==> config.mk <==
export PLATFORM = sky130hd
export DESIGN_NAME = product_bcd_converter
export DESIGN_NICKNAME = d
export VERILOG_FILES = /design/src/rtl/product_bcd_converter.sv
export SDC_FILE = /design/constraint.sdc
export NUM_CORES = 1
export LEC_CHECK = 0
export BUFFER_PORTS_ARGS = -buffer_cell sky130_fd_sc_hd__buf_4
export CAP_MARGIN = 10
export CELL_PAD_IN_SITES_DETAIL_PLACEMENT = 1
export CELL_PAD_IN_SITES_GLOBAL_PLACEMENT = 1
export CORE_MARGIN = 2
export CORE_UTILIZATION = 49
export CTS_BUF_LIST = sky130_fd_sc_hd__clkbuf_8
export DETAILED_ROUTE_END_ITERATION = 10
export PLACE_DENSITY_LB_ADDON = 0.05
export SYNTH_ARGS = -nofsm -noshare
export SYNTH_HDL_FRONTEND = slang
export SYNTH_SLANG_ARGS = --single-unit
==> constraint.sdc <==
create_clock -name clk -period 2.4 [get_ports clk]
set_clock_uncertainty 0.2 [all_clocks]
set_input_delay 0 -clock clk [delete_from_list [all_inputs] [get_ports clk]]
set_output_delay 0 -clock clk [all_outputs]
set_load 0.05 [all_outputs]
==> src/rtl/product_bcd_converter.sv <==
// Sequential sign/magnitude binary-to-BCD converter (double dabble) for the Booth product word.
// Optional build macro: PRODUCT_SIGNED_EN (two's complement product; unsigned when undefined).
module product_bcd_converter #(
  parameter int WIDTH  = 16,
  parameter int DIGITS = 5
) (
  input  logic                  clk,
  input  logic                  reset,
  input  logic                  valid,
  input  logic [WIDTH-1:0]      product,
  output logic                  busy,
  output logic                  done,
  output logic                  sign,
  output logic [4*DIGITS-1:0]   bcd
);

  localparam int CW = $clog2(WIDTH + 1);
  localparam int BW = 4 * DIGITS;

  typedef enum logic [2:0] {
    IDLE,
    LOAD,
    ADJUST,
    SHIFT,
    DONE,
    HOLD
  } state_t;

  state_t state, state_next;

  logic [WIDTH-1:0]    capture;
  logic [WIDTH-1:0]    magnitude;
  logic [BW-1:0]       scratch;
  logic [BW-1:0]       scratch_adj;
  logic [CW-1:0]       count;
  logic                sign_pend;
  logic [WIDTH-1:0]    load_mag;
  logic                load_sign;
  logic [BW+WIDTH-1:0] shifted;
  logic                last_shift;

  // Add-3 correction on every digit in parallel ahead of each shift.
  genvar gi;
  generate
    for (gi = 0; gi < DIGITS; gi++) begin : g_adjust
      assign scratch_adj[4*gi +: 4] = (scratch[4*gi +: 4] >= 4'd5) ?
                                      (scratch[4*gi +: 4] + 4'd3) :
                                      scratch[4*gi +: 4];
    end
  endgenerate

`ifdef PRODUCT_SIGNED_EN
  // Magnitude is kept WIDTH bits wide so the most negative product negates cleanly.
  assign load_sign = capture[WIDTH-1];
  assign load_mag  = load_sign ? ({WIDTH{1'b0}} - capture) : capture;
`else
  assign load_sign = 1'b0;
  assign load_mag  = capture;
`endif

  assign shifted    = {scratch, magnitude} << 1;
  assign last_shift = (count == CW'(WIDTH - 1));

  always_ff @(posedge clk or negedge reset) begin
    if (!reset) begin
      state <= IDLE;
    end else begin
      state <= state_next;
    end
  end

  always_comb begin
    state_next = state;
    busy       = 1'b0;
    done       = 1'b0;
    case (state)
      IDLE: begin
        if (valid) state_next = LOAD;
      end
      LOAD: begin
        busy       = 1'b1;
        state_next = ADJUST;
      end
      ADJUST: begin
        busy       = 1'b1;
        state_next = SHIFT;
      end
      SHIFT: begin
        busy       = 1'b1;
        state_next = last_shift ? DONE : ADJUST;
      end
      DONE: begin
        done       = 1'b1;
        state_next = HOLD;
      end
      HOLD: begin
        if (!valid) state_next = IDLE;
      end
      default: state_next = IDLE;
    endcase
  end

  always_ff @(posedge clk or negedge reset) begin
    if (!reset) begin
      capture   <= '0;
      magnitude <= '0;
      scratch   <= '0;
      count     <= '0;
      sign_pend <= 1'b0;
      sign      <= 1'b0;
      bcd       <= '0;
    end else begin
      case (state)
        IDLE: begin
          if (valid) capture <= product;
        end
        LOAD: begin
          magnitude <= load_mag;
          sign_pend <= load_sign;
          scratch   <= '0;
          count     <= '0;
        end
        ADJUST: begin
          scratch <= scratch_adj;
        end
        SHIFT: begin
          scratch   <= shifted[BW+WIDTH-1:WIDTH];
          magnitude <= shifted[WIDTH-1:0];
          count     <= count + 1'b1;
          // Outputs take the final shifted scratch on the edge that enters DONE.
          if (last_shift) begin
            bcd  <= shifted[BW+WIDTH-1:WIDTH];
            sign <= sign_pend;
          end
        end
        default: ;
      endcase
    end
  end

endmodule

* Word level (Yosys, flattened, before mapping)
Index checks and enable logic that the tools add are counted.
** Storage, ports and cells
- Register bits :: 80
- Bits in writable memories :: 0
- Latch bits :: 0
- Output and inout bits :: 23
- Input bits :: 19
- Memories :: 0
- ROM bits :: 0
** Operators by class
- Add/subtract/negate cells :: 6
- Multipliers :: 0
- Bitwise logic cells :: 0
- Muxes and demuxes :: 14
- Divide/modulo/power cells :: 0
- Magnitude comparators :: 5
- Reductions and logical operators :: 12
- Shift-type cells :: 0
- Equal/unequal tests :: 13
** Operator list (number)
- $pmux 20 s3 :: 1
- $pmux 16 s2 :: 1
- $add 4x2->4 const B :: 5
- $ge 4x3->1 const B :: 5
- $mux 4 :: 5
- $pmux 3 s6 :: 1
- $reduce_and 2->1 :: 8
- $ne 2x2->1 const B :: 7
- $pmux 5 s2 :: 1
- $mux 3 :: 3
- $eq 3x2->1 const B :: 2
- $eq 3x3->1 const B :: 2
- $add 5x1->5 const B :: 1
- $eq 5x4->1 const B :: 1
- $eq 3x1->1 const B :: 1
- $logic_not 3->1 :: 1
- $reduce_bool 3->1 :: 1
- $reduce_or 3->1 :: 1
- $mux 1 :: 2
- $reduce_bool 2->1 :: 1

* Longest topological paths before layout
- Word-level depth :: 3
- Mapped depth :: 7

* Least setup slack after synthesis
No wires, ideal clock.
- Path type :: register -> register
- From :: register count[0]
- To :: register bcd[10]
- Cell stages (with the launch flop) :: 7
- Path slack :: 570 ps
- Arrival :: 1505 ps
- Cell sequence :: dfrtp_1 ha_1 and3_1 ha_1 nand2_2 buf_6 mux2_2
** On the way
- Cells in the longest elaborated chain, start to end :: 2
** Ends and longest elaborated chain
- start: declaration :: line 35 : logic [CW-1:0] count;
- start signal: assignment :: line 129 : count <= count + 1'b1;
- $eq 5x4->1 :: line 62 : assign last_shift = (count == CW'(WIDTH - 1));
- $reduce_and 2->1 (no source line)
- end signal: assignment :: line 132 : bcd <= shifted[BW+WIDTH-1:WIDTH];
- end: declaration :: line 14 : output logic [4*DIGITS-1:0] bcd
Every way passes these cells.
A chain may end at the register's enable or synchronous reset.

* Worst setup path after layout
- From :: register count[0]
- To :: register bcd[9]
The elaborated chain is that of the path after synthesis.

==> out/summary.txt <==
Most common cell after layout, fill and taps aside: dfrtp_1
Top_reg_cell synth: dfrtp_1
Mapped Cells: 349
RePlAce Congestion: 0.765
WP data required: 2440 ps
ANT cells: 0
Area Growth Syn to Fin: 20.3%
Setup TNS: 0 ps
Achievable clock frequency: 0.465 GHz
Chip Height: 93.7 um
Routed Antenna Nets: 0
Netlist cell types: 47
Vias per inst: 5.59
Core Box Area: 7770 um2
Die Wd: 93.7 um
Number of global-route vias before repair: 2988
CP max FO: 9
Post-Route WL: 8.93 mm
Wire per inst: 17.3 um
Status: finished, final reports clean
Post-synth top area share: 50.8%
Final Hold Vio Count: 0
Num rows: 32
Clock root buffer: clkbuf_8
Post-CTS sizing: 0
P_leak: 2.31 nW
Fin nets: 440
Post-synth EDFFs: 0
Total power per unit cell area: 1380 nW/um2
RSZ-0062 raised after global routing: false
Final WS setup: 248 ps
Clock Latency Late Sink: 350 ps
R2R Path Start: count[0]
Most frequent cells in the layout: dfrtp_1, buf_4, nand2_1
Slew Viols, Final: 0
Sequential fraction of the synthesis area: 50.8%
DRT Pass-1 Iters: 4
Max cap viols: 0
FF/Latch Area: 2000 um2
Worst min-delay path startpoint: product[7]
Pin count of the biggest net entering global routing: 46
PortBufs: 40
Worst Setup SP: count[0]
Antenna violations before repair: 0
FF-to-FF setup slack: 250 ps
Warnings, synthesis: 0
CP startpoint kind: flip-flop
First-pass GRT wire length: 15.1 mm
CTS sink count: 80
Maximum vdd ir drop: 0.000663 V
TritonCTS clock tree: done
Dpl ws: 278 ps
Dominant cell type by area after synthesis: dfrtp_1
Register bit total from synthesis: 80
Ys async rst share: 100%
Gr usage total: 22.0%
Vias: 2883
CTS max path bufs: 2
Critical Path End Type: flip-flop
Min-Delay Path Class: in -> reg
Mapped Area: 3940 um2
Critical path arrival: 2190 ps
Min Tclk post-route: 2150 ps
H-tree depth: 3
Initial Util: 50.7%
Part of the cycle the worst path needs: 89.7%
Multi-input gate area in the final layout: 1730 um2
Initial DRC count: 140
Final HPWL DP: 5.80 mm
WS Path Type: reg -> reg
CTS clock-pin slew for the worst setup and hold paths: 80 ps
Grt total ovfl: 0
Fill count: 851
Ranking of synthesized cells by area: dfrtp_1, mux2_2, mux2_4
# DRC: 0
Total CTS buffers: 9
Share of cells above drive strength 1: 26.6%
# setup viols final: 0
Ports: 42
Die footprint: 8780 um2
Mean Syn Cell Area: 11.3 um2
Syn_nets: 380
worst paths after layout:
check / endpoint / cells past startpoint
max: bcd[9] / 6
min: capture[7] / 3
max reg2reg: bcd[9] / 6
min reg2reg: count[4] / 2
max in group asynchronous: count[1] / 4
min in group asynchronous: scratch[10] / 4
registers in the layout, indices dropped and copies added (netlist names):
register,count
magnitude,16
capture,16
bcd,20
scratch,20
count,5
state,3
through the flow:
stage	cell area, um2	hold WS [ps]	instances	util [%]	power (mW)
after floorplan	3940	-496	349	-	4.65
after global placement	4320	-193	480	55.7	5.37
after detailed placement	4320	-192	480	55.7	5.51
after CTS	4740	196	516	61.0	6.61
after global routing	4740	209	516	61.0	7.02
final	4740	215	516	61.0	6.56
critical path, stage by stage (launching register included):
cell     delay [ps]
dfrtp_1         420
ha_1            240
and3_1          200
ha_1            210
nand2_2         180
buf_4           220
mux2_2          350
kinds of logic (layout without fill, tap and decap cells):
group                    after synthesis  after routing  synth area share, %
flip-flops                            80             80                 50.8
multiplexers                          54             54                 16.0
other                                  1              1               0.0951
adder cells (fa/ha/maj)               12             12                 3.81
AND/OR/NAND/NOR                       77             77                 9.49
AO/OA/AOI/OAI                         85             85                 14.5
buffers and inverters                 40            105                 5.36
synthesized netlist by cell type, types with 6 or more instances:
master,n
mux2i_1,16
a21o_1,6
clkbuf_1,8
nor2_1,15
dfrtp_1,80
inv_1,15
buf_2,7
nand2_1,38
o21ai_0,24
o31ai_1,12
a21oi_1,12
mux2_4,11
ha_1,12
mux2_2,25
a22o_1,7
nand2b_1,7
what timing repair did:
item / 4_1_cts / 5_1_grt
setup buffers: 0 / 0
hold buffers: 20 / 0
hold endpoints to repair: 98 / 0
layout make-up:
type / count / area share (%)
Sequential cell: 80 / 42.2
Multi-Input combinational cell: 229 / 36.4
Timing Repair Buffer: 72 / 12.9
Clock buffer: 11 / 3.19
Tap cell: 102 / 2.69
Inverter: 17 / 1.35
Clock inverter: 5 / 1.16
power by group:
part           switching, mW  internal, mW  leakage (nW)
Sequential             0.491          1.89          1.04
Combinational           1.82          1.31          1.17
Clock                  0.509         0.534         0.101
routing by layer:
metal | vias up | track usage (%) | wire (um)
met5 | - | 0 | 0
met4 | 0 | 7.73 | 123
met3 | 11 | 3.05 | 248
met2 | 42 | 37.8 | 4550
met1 | 1475 | 28.5 | 4010
li1 | 1355 | - | -
Note: power is estimated with default switching activity, not from simulation.
